--- src/rtl/mb_point_test_pattern_comparator.sv ---
// Receive-side mainband pattern comparator: regenerates the LFSR or per-lane-ID
// stream, counts per-lane bit errors and reports a registered pass/fail vector.
module mb_point_test_pattern_comparator #(
  parameter int unsigned NUM_LANES = 16,
  parameter int unsigned ERR_W     = 12,
  parameter logic [22:0] LFSR_SEED = 23'h1DBFBC
) (
  input  logic                 clk,
  input  logic                 rst_n,
  input  logic [1:0]           i_mainband_pattern_compartor_cw,
  input  logic                 i_comparison_valid_en,
  input  logic                 i_rx_valid,
  input  logic [NUM_LANES-1:0] i_rx_bits,
  input  logic [ERR_W-1:0]     i_error_threshold,
  output logic [15:0]          o_comparison_results,
  output logic                 o_results_valid,
  output logic                 o_any_error
);

  typedef enum logic [2:0] {
    ST_IDLE    = 3'd0,
    ST_CLEAR   = 3'd1,
    ST_COMPARE = 3'd2,
    ST_DRAIN   = 3'd3,
    ST_HOLD    = 3'd4
  } state_e;

  localparam logic [1:0]       CW_IDLE  = 2'b00;
  localparam logic [1:0]       CW_CLEAR = 2'b01;
  localparam logic [ERR_W-1:0] CNT_MAX  = {ERR_W{1'b1}};
  localparam logic [ERR_W-1:0] CNT_ONE  = {{(ERR_W-1){1'b0}}, 1'b1};
  localparam logic [15:0]      RES_MASK = 16'((32'd1 << NUM_LANES) - 32'd1);

  state_e                 state_q, state_d;
  logic                   mode_q, mode_d;
  logic [22:0]            lfsr_q, lfsr_d;
  logic [3:0]             idx_q, idx_d;
  logic                   s1_valid_q, s1_valid_d;
  logic [NUM_LANES-1:0]   s1_rx_q, s1_rx_d;
  logic [NUM_LANES-1:0]   s1_exp_q, s1_exp_d;
  logic [ERR_W-1:0]       cnt_q [NUM_LANES];
  logic [ERR_W-1:0]       cnt_d [NUM_LANES];
  logic [15:0]            results_q, results_d;
  logic                   res_valid_q, res_valid_d;
  logic                   any_err_q, any_err_d;
  logic [NUM_LANES-1:0]   exp_bits;
  logic                   lfsr_fb;
  logic                   accept;

  // Lane n transmits {1010, n[7:0], 1010} MSB first.
  function automatic logic id_bit(input logic [7:0] lane, input logic [3:0] idx);
    logic [15:0] word;
    word = {4'hA, lane, 4'hA};
    return word[4'd15 - idx];
  endfunction

  assign lfsr_fb = lfsr_q[22] ^ lfsr_q[20] ^ lfsr_q[15] ^ lfsr_q[7] ^ lfsr_q[4] ^ lfsr_q[1];
  assign accept  = (state_q == ST_COMPARE) && i_comparison_valid_en && i_rx_valid &&
                   i_mainband_pattern_compartor_cw[1];

  // Control FSM next-state and compare-mode latch.
  always_comb begin
    state_d = state_q;
    mode_d  = mode_q;
    case (state_q)
      ST_IDLE, ST_HOLD: begin
        if (i_mainband_pattern_compartor_cw == CW_CLEAR) begin
          state_d = ST_CLEAR;
        end else if (i_mainband_pattern_compartor_cw[1] && i_comparison_valid_en) begin
          state_d = ST_COMPARE;
          mode_d  = i_mainband_pattern_compartor_cw[0];
        end else begin
          state_d = state_q;
        end
      end
      ST_CLEAR: state_d = ST_IDLE;
      ST_COMPARE: begin
        if (i_mainband_pattern_compartor_cw == CW_CLEAR) begin
          state_d = ST_CLEAR;
        end else if (!i_comparison_valid_en || (i_mainband_pattern_compartor_cw == CW_IDLE)) begin
          state_d = ST_DRAIN;
        end else begin
          state_d = ST_COMPARE;
        end
      end
      ST_DRAIN: state_d = ST_HOLD;
      default:  state_d = ST_IDLE;
    endcase
  end

  // Pattern generators, two-stage compare pipeline, counters and result capture.
  always_comb begin
    lfsr_d      = lfsr_q;
    idx_d       = idx_q;
    s1_valid_d  = 1'b0;
    s1_rx_d     = s1_rx_q;
    s1_exp_d    = s1_exp_q;
    cnt_d       = cnt_q;
    results_d   = results_q;
    res_valid_d = (state_d == ST_HOLD);
    any_err_d   = 1'b0;
    for (int n = 0; n < NUM_LANES; n++) begin
      exp_bits[n] = mode_q ? id_bit(8'(n), idx_q) : lfsr_q[22];
    end

    // Entering CLEAR wipes counters and drops any beat still in stage 1.
    if (state_d == ST_CLEAR) begin
      lfsr_d = LFSR_SEED;
      idx_d  = 4'd0;
      for (int n = 0; n < NUM_LANES; n++) begin
        cnt_d[n] = {ERR_W{1'b0}};
      end
    end else begin
      if (accept) begin
        s1_valid_d = 1'b1;
        s1_rx_d    = i_rx_bits;
        s1_exp_d   = exp_bits;
        if (mode_q) begin
          idx_d = idx_q + 4'd1;
        end else begin
          lfsr_d = {lfsr_q[21:0], lfsr_fb};
        end
      end else begin
        s1_valid_d = 1'b0;
      end
      if (s1_valid_q) begin
        for (int n = 0; n < NUM_LANES; n++) begin
          if ((s1_rx_q[n] ^ s1_exp_q[n]) && (cnt_q[n] != CNT_MAX)) begin
            cnt_d[n] = cnt_q[n] + CNT_ONE;
          end else begin
            cnt_d[n] = cnt_q[n];
          end
        end
      end else begin
        cnt_d = cnt_q;
      end
    end

    for (int n = 0; n < NUM_LANES; n++) begin
      any_err_d = any_err_d | (cnt_d[n] != {ERR_W{1'b0}});
    end

    if (state_q == ST_DRAIN) begin
      results_d = 16'h0000;
      for (int n = 0; n < NUM_LANES; n++) begin
        results_d[n] = (cnt_q[n] <= i_error_threshold);
      end
    end else begin
      results_d = results_q;
    end
  end

  // State and datapath registers.
  always_ff @(posedge clk or negedge rst_n) begin
    if (!rst_n) begin
      state_q     <= ST_IDLE;
      mode_q      <= 1'b0;
      lfsr_q      <= LFSR_SEED;
      idx_q       <= 4'd0;
      s1_valid_q  <= 1'b0;
      s1_rx_q     <= {NUM_LANES{1'b0}};
      s1_exp_q    <= {NUM_LANES{1'b0}};
      for (int n = 0; n < NUM_LANES; n++) begin
        cnt_q[n] <= {ERR_W{1'b0}};
      end
      results_q   <= RES_MASK;
      res_valid_q <= 1'b0;
      any_err_q   <= 1'b0;
    end else begin
      state_q     <= state_d;
      mode_q      <= mode_d;
      lfsr_q      <= lfsr_d;
      idx_q       <= idx_d;
      s1_valid_q  <= s1_valid_d;
      s1_rx_q     <= s1_rx_d;
      s1_exp_q    <= s1_exp_d;
      cnt_q       <= cnt_d;
      results_q   <= results_d;
      res_valid_q <= res_valid_d;
      any_err_q   <= any_err_d;
    end
  end

  assign o_comparison_results = results_q;
  assign o_results_valid      = res_valid_q;
  assign o_any_error          = any_err_q;

endmodule
--- config.mk ---
export PLATFORM = sky130hd
export DESIGN_NAME = mb_point_test_pattern_comparator
export DESIGN_NICKNAME = d
export VERILOG_FILES = /design/src/rtl/mb_point_test_pattern_comparator.sv
export SDC_FILE = /design/constraint.sdc
export NUM_CORES = 1
export LEC_CHECK = 0
export ABC_AREA = 1
export CORE_MARGIN = 2
export CORE_UTILIZATION = 40
export DETAILED_ROUTE_END_ITERATION = 10
export PLACE_DENSITY_LB_ADDON = 0.25
export SYNTH_ARGS = -nofsm -noshare
export SYNTH_HDL_FRONTEND = slang
export SYNTH_SLANG_ARGS = --single-unit
--- constraint.sdc ---
create_clock -name clk -period 2.1 [get_ports clk]
set_input_delay 0.525 -clock clk [delete_from_list [all_inputs] [get_ports clk]]
set_output_delay 0.525 -clock clk [all_outputs]
set_load 0.1 [all_outputs]
==> impl_metrics.toml, run 1 <==
[power]
p_clk_frac = 0.307
p_per_area_nw_per_um2 = 763.3
ir_worst_vdd_mv = 0.8043
switching_power_uw = 8134
switching_share = 0.3687
power_frac_comb = 0.399
p_leak_uw = 0.01667
intPower_uw = 13930
seqPwrFrac = 0.294

[floorplanning]
start_util = 0.4032
die_y_microns = 230.9
die_x_microns = 230.9
num_rows = 83
coreArea_sq_um = 51090
ios = 52
die_area_sq_um = 53330

[place]
place_hpwl_microns = 49450
place_ws_ps = -1005
port_buffers = 51
place_congestion = 0.9401

[setup_path]
critPathKind = "register to register"
cp_num_buf_inv = 4
cp_data_required_time_ps = 2540
cp_top_family = "simple AND/OR/NAND/NOR gates"
cp_cell_sequence = "inv_2, nand3_4, o21ai_4, nand2_8, buf_12, buf_16, nand3_2, nand2_1, nor2_1, nand2_1, nor2_2, nand2_1, inv_1, nand2_2, nor2_2, nand3_1"
crit_arrival_ps = 2810
worst-path-stages = 16
worstPathMaxFanout = 8
slowest_stage = "dfrtp_1"
crit_end = "o_any_error"
startpoint_type = "register"
ff2ff_path_depth = 16
cp-startpoint = "state_q[0]"
timing.rr.start = "state_q[0]"
crit_top_cell = "nand2_1"
reg2reg_slack_ps = -270
r2r_end = "o_any_error"
critPathMaxStageDelay_ps = 400
endpoint_kind = "register"

[cells_and_area]
layout_common_cells = "nand2_1 (676), inv_1 (592), buf_4 (549)"
utilization = 0.5657
nets = 3853
drive_gt1_frac = 0.2408
synthToLayoutAreaGrowth_pct = 40.31
final_common_cell = "nand2_1"
n_antenna_cell = 0

[routing]
routed_wl_microns = 67230
dr.first_iter.drc_count = 1463
vias_per_cell = 5.047
drcViolationCount = 0
final_antenna_net_count = 0
wire_per_inst_microns = 15.60
vias = 21750
firstDrtPassIters = 5

[synthesis]
syn_area_sq_um = 20600
synth_nets = 3209
synth_area_per_cell_sq_um = 6.964
yosysWarnings = 0
synth_compound_gate_area_share = 0.07793
synth_cell_types = 42
yosysSeqAreaShare = 0.3348
synth_xor_area_frac = 0.007896
synthSimpleGateAreaFrac = 0.3250
synth_fa_ha_area_frac = 0.1318
synth.area.mux_share = 0
synth_top_family_by_area = "simple AND/OR/NAND/NOR gates"
syn_inst = 2958
yosys_register_bits = 274

[clock_network]
clkSinkCount = 274
cts_root_buf = "clkbuf_16"
cts_tree = "yes"
cts_buffers = 36
clk_pin_slew_ps = 60
cts_buffer_depth = 3
clock_latency_ps = 570
cts-htree-levels = 2

[hold_path]
hold_class = "input pin to async pin"

[sta]
clock.fmax_mhz = 422.7
setup_violations = 1
final.setup.worst_slack_ps = -265.6
post-route-min-period_ps = 2366
slew_headroom = 0.6235
tns_ps = -265.6
rsz0062_at_grt = "yes"
finalHoldViolations = 0
maxSlewViolCount = 0
worst_clock_skew_ps = 19.32
tightest_slew_ps = 563.4
period_share = 1.126

[global_route]
grt_overflow = 0
grt_max_degree = 78
grt_pass1_vias = 21420
track_usage = 0.2509
antenna_found_initial = 1
grt_pass1_wl_microns = 106400

[outcome]
status = "finished with violations"
violations = "setup timing"

[flow_run]
drv_cap = 0
[cell families (layout without fill, tap and decap cells)]
logic type,count (synthesis),in the layout
AO/OA/AOI/OAI,279,279
XOR/XNOR,16,16
adder cells (fa/ha/maj),217,217
buffers and inverters,656,1327
flip-flops,274,274
AND/OR/NAND/NOR,1516,1516
[stage by stage]
stage	hold WS [ps]	total power (uW)	std cells	area, sq um
after global routing	333.1	23290	4309	28900
after CTS	319.4	21820	4298	28450
after floorplan	229.4	10340	2958	20600
after global placement	323.6	13850	4217	26710
after detailed placement	323.2	14070	4217	26710
final	342.7	22060	4309	28900
[worst min path at each step]
stage | start | endpoint | cells after the start
final | rst_n | cnt_q[21] | 2
after global routing | rst_n | cnt_q[21] | 2
after CTS | rst_n | cnt_q[21] | 2
after detailed placement | rst_n | cnt_q[21] | 1
after global placement | rst_n | cnt_q[21] | 1
after floorplan | rst_n | cnt_q[0] | 0
[sequential cells by signal, indices dropped and copies added, names as in the netlist]
| name | count |
|---|---|
| cnt_q | 192 |
| lfsr_q | 23 |
| o_comparison_results | 16 |
| s1_exp_q | 16 |
| s1_rx_q | 16 |
| idx_q | 4 |
| state_q | 3 |
| mode_q | 1 |
| o_any_error | 1 |
| o_results_valid | 1 |
| s1_valid_q | 1 |
[power groups by stage]
stage	logic, uW	registers, uW	clock network [uW]
2_1_floorplan	3740	6600	0
3_3_place_gp	7320	6530	0
3_5_place_dp	7510	6560	0
4_1_cts	8410	6470	6930
5_1_grt	9620	6560	7110
6_report	8800	6490	6770
[area by class of cell]
class,instances,area [sq um]
fillers,4696,22190
multi-input cells,2028,11680
flip-flops and latches,274,6898
repair buffers,654,5901
inverters,608,2290
clock buffers,50,1015
well taps,680,850.8
clock inverters,15,269.0
[cell usage after synthesis]
| cell | count | area share |
|---|---|---|
| a21oi_1 | 92 | 0.022 |
| buf_4 | 2 | 0.00073 |
| o21bai_1 | 15 | 0.0055 |
| inv_1 | 598 | 0.11 |
| nand2_2 | 7 | 0.0021 |
| o31ai_1 | 1 | 0.00036 |
| o22ai_1 | 7 | 0.0021 |
| o211ai_1 | 5 | 0.0018 |
| nor2_2 | 17 | 0.0052 |
| buf_2 | 27 | 0.0066 |
| nand2_1 | 687 | 0.13 |
| o21ai_0 | 91 | 0.022 |
| xor2_2 | 3 | 0.0024 |
| nand3_2 | 9 | 0.0044 |
| dfstp_2 | 32 | 0.041 |
| a211oi_1 | 6 | 0.0022 |
| nand4_1 | 96 | 0.029 |
| a31oi_1 | 32 | 0.0097 |
| or2_2 | 2 | 0.00061 |
| clkbuf_1 | 16 | 0.0029 |
| nor3_4 | 1 | 0.00079 |
| nand3_4 | 1 | 0.00085 |
| nor3_1 | 37 | 0.0090 |
| inv_2 | 10 | 0.0018 |
| nor3_2 | 1 | 0.00049 |
| o41ai_1 | 2 | 0.00085 |
| and2_1 | 2 | 0.00061 |
| nand3b_1 | 13 | 0.0047 |
| buf_6 | 3 | 0.0016 |
| o2111ai_1 | 11 | 0.0047 |
| or2_0 | 1 | 0.00030 |
| ha_1 | 217 | 0.13 |
| nand3_1 | 379 | 0.092 |
| nor2_1 | 256 | 0.047 |
| a22oi_1 | 16 | 0.0058 |
| dfrtp_1 | 242 | 0.29 |
| nor4_1 | 2 | 0.00061 |
| or2_1 | 2 | 0.00061 |
| o21ai_2 | 1 | 0.00043 |
| nor2_4 | 3 | 0.0016 |
| xor2_1 | 10 | 0.0043 |
| xnor2_1 | 3 | 0.0013 |
[timing repair]
item / in CTS / in global routing
cloned: 6 / 2
buffers inserted: 9 / 11
hold endpoints to repair: 25 / 0
endpoints found under the setup margin: 24 / 29
pin swaps: 15 / 46
hold buffers: 1 / 0
resized for setup: 49 / 100
[routing by layer]
metal	share of wire	GRT usage	up-vias	wire length (microns)
met5	0.00019	0	-	13
met4	0.046	0.1133	2	3072
met3	0.048	0.03063	156	3217
met2	0.48	0.4395	568	32190
met1	0.43	0.3077	10170	28740
li1	-	-	10850	-
No activity file was read; power rests on OpenSTA's default activity.
==> inputs of run 2 (changes only) <==
CORE_MARGIN = 1.5   (was 2)
clock period = 2.7 ns   (was 2.1 ns; I/O delays follow)
==> run 2 against run 1 <==
  * The flow now finishes without violations
  * Cell area fell by 14%
  * Routed wire length fell by 7.7%
  * Sequential power fell by 21%
  * Hold slack got worse by 280 ps
  * Fmax fell by 5.3%
  * First-iteration DRC count fell by 13%
  * Power fell by 27%
  * Final cell count fell by 9.7%
  * Sequential cell count did not move
  * Global-route usage fell by 2.0 points
  * Clock skew barely moved
  * Largest cell class unchanged
  * Largest power group unchanged
  * Via count fell by 8.0%
==> impl_metrics.toml, run 2 (same netlist as run 1, synthesis figures left out) <==
[outcome]
status = "completed"

[setup_path]
cp_data_required_time_ps = 3140
reg2reg_slack_ps = 200
critPathKind = "register to register"
r2r_end = "o_any_error"
slowest_stage = "dfrtp_1"
crit_top_cell = "nand2_1"
startpoint_type = "register"
cp_cell_sequence = "ha_1, nand3_2, nor2_4, nand3_2, nand2_1, inv_1, nand2_1, nand2_1, nand3_1, nand2_1, nor2_1, nand2_1, nor2_1, nand2_1, nor2_2, nand3_1"
endpoint_kind = "register"
critPathMaxStageDelay_ps = 420
crit_arrival_ps = 2940
ff2ff_path_depth = 16
cp_num_buf_inv = 1
cp_top_family = "simple AND/OR/NAND/NOR gates"
worstPathMaxFanout = 7
timing.rr.start = "cnt_q[133]"

[cells_and_area]
nets = 3442
regMostFlops = "cnt_q"
final_common_cell = "nand2_1"
drive_gt1_frac = 0.1196
utilization = 0.4947
top_regs = "cnt_q x192, lfsr_q x23"
fillerInstances = 4916
stdcell_area_sq_um = 24970
layout_common_cells = "nand2_1 (683), inv_1 (597), nand3_1 (372)"
largest_reg_flops = 192
synthToLayoutAreaGrowth_pct = 21.23

[routing]
final_antenna_net_count = 0
dr.first_iter.drc_count = 1275
wire_per_inst_microns = 15.94
vias_per_cell = 5.141
firstDrtPassIters = 6
drcViolationCount = 0
routed_wl_microns = 62020
vias = 20010

[global_route]
grt_max_degree = 65
grt_overflow = 0
grt_pass1_vias = 19160
grt_pass1_wl_microns = 97420
antenna_found_initial = 0
track_usage = 0.2305

[clock_network]
clkSinkCount = 274
cts_tree = "yes"
clock_latency_ps = 560
cts_buffer_depth = 3
clk_pin_slew_ps = 60
cts-htree-levels = 2
cts_buffers = 36
cts_root_buf = "clkbuf_16"

[place]
port_buffers = 51
postPlaceCellArea_sq_um = 23270
place_congestion = 0.9238
place_ws_ps = -502.9
place_hpwl_microns = 45300

[floorplanning]
die_y_microns = 229.9
ios = 52
coreArea_sq_um = 50480
start_util = 0.4081
die_area_sq_um = 52870
die_x_microns = 229.9
num_rows = 82

[sta]
timing.hold.ws_ps = 63.71
slew_headroom = 0.5627
setup_violations = 0
tightest_slew_ps = 653.8
post-route-min-period_ps = 2498
maxSlewViolCount = 0
worst_clock_skew_ps = 18.99
period_share = 0.9251
finalHoldViolations = 0
final.setup.worst_slack_ps = 202.4
clock.fmax_mhz = 400.4

[flow_run]
drv_cap = 0

[power]
p_leak_uw = 0.01438
p_per_area_nw_per_um2 = 642.3
ir_worst_vdd_mv = 0.5934
p_total_uw = 16040

[hold_path]
hold_class = "input pin to async pin"
## run 2: changes by cell type in the layout (fill, tap and decap cells not counted), sizes merged
cell          change
clkinvlp          -1
dlygate4sd2       -2
dlygate4sd3       -1
clkinv            +1
diode             +1
nand2             +1
buf             -414
bufinv            +1
clkbuf            +3
dlymetal6s2s      +2
## run 2: final cells by class
cell class | instances | area [sq um] | area share
Multi-Input combinational cell | 2029 | 11320 | 0.4533
Inverter | 608 | 2282 | 0.09138
Sequential cell | 274 | 6899 | 0.2763
Clock inverter | 16 | 296.5 | 0.01187
Clock buffer | 50 | 1035 | 0.04143
Tap cell | 672 | 840.8 | 0.03367
Antenna cell | 1 | 2.502 | 0.0001002
Timing Repair Buffer | 242 | 2298 | 0.09203
## run 2: what timing repair did
action | 4_1_cts | 5_1_grt
gates cloned | 0 | 7
setup endpoints to repair | 1 | 1
gates resized for setup | 1 | 37
hold buffers | 0 | 0
buffers inserted | 0 | 7
pin swaps | 0 | 12
## run 2: power breakdown
part / internal [uW] / leakage [uW] / switching [uW] / total, uW
registers: 4640 / 0.00364 / 495 / 5140
logic: 2010 / 0.0101 / 3500 / 5500
clock network: 3450 / 0.000646 / 1950 / 5400
## run 2: through the flow
stage | std cells | setup TNS (ps)
floorplan | 2958 | 0
global placement | 3811 | -2544
detailed placement | 3811 | -4149
CTS | 3877 | 0
global route | 3891 | -1.803
finish | 3892 | 0
## run 2: how the worst max path moves through the flow
| stage | endpoint | startpoint | cells past startpoint |
|---|---|---|---|
| 2_1_floorplan | o_comparison_results[7] | i_error_threshold[11] | 9 |
| 3_3_place_gp | o_any_error | i_mainband_pattern_compartor_cw[0] | 20 |
| 3_5_place_dp | o_any_error | i_mainband_pattern_compartor_cw[0] | 17 |
| 4_1_cts | o_any_error | cnt_q[13] | 17 |
| 5_1_grt | o_any_error | cnt_q[13] | 17 |
| 6_report | o_any_error | cnt_q[133] | 16 |
## run 2: layer usage
metal / wire length (microns) / global-route usage / vias to the layer above
met3: 3414 / 0.02964 / 160
met5: 0 / 0 / -
met2: 27920 / 0.3745 / 585
met1: 27390 / 0.2992 / 9227
met4: 3300 / 0.1205 / 0
li1: - / - / 10040
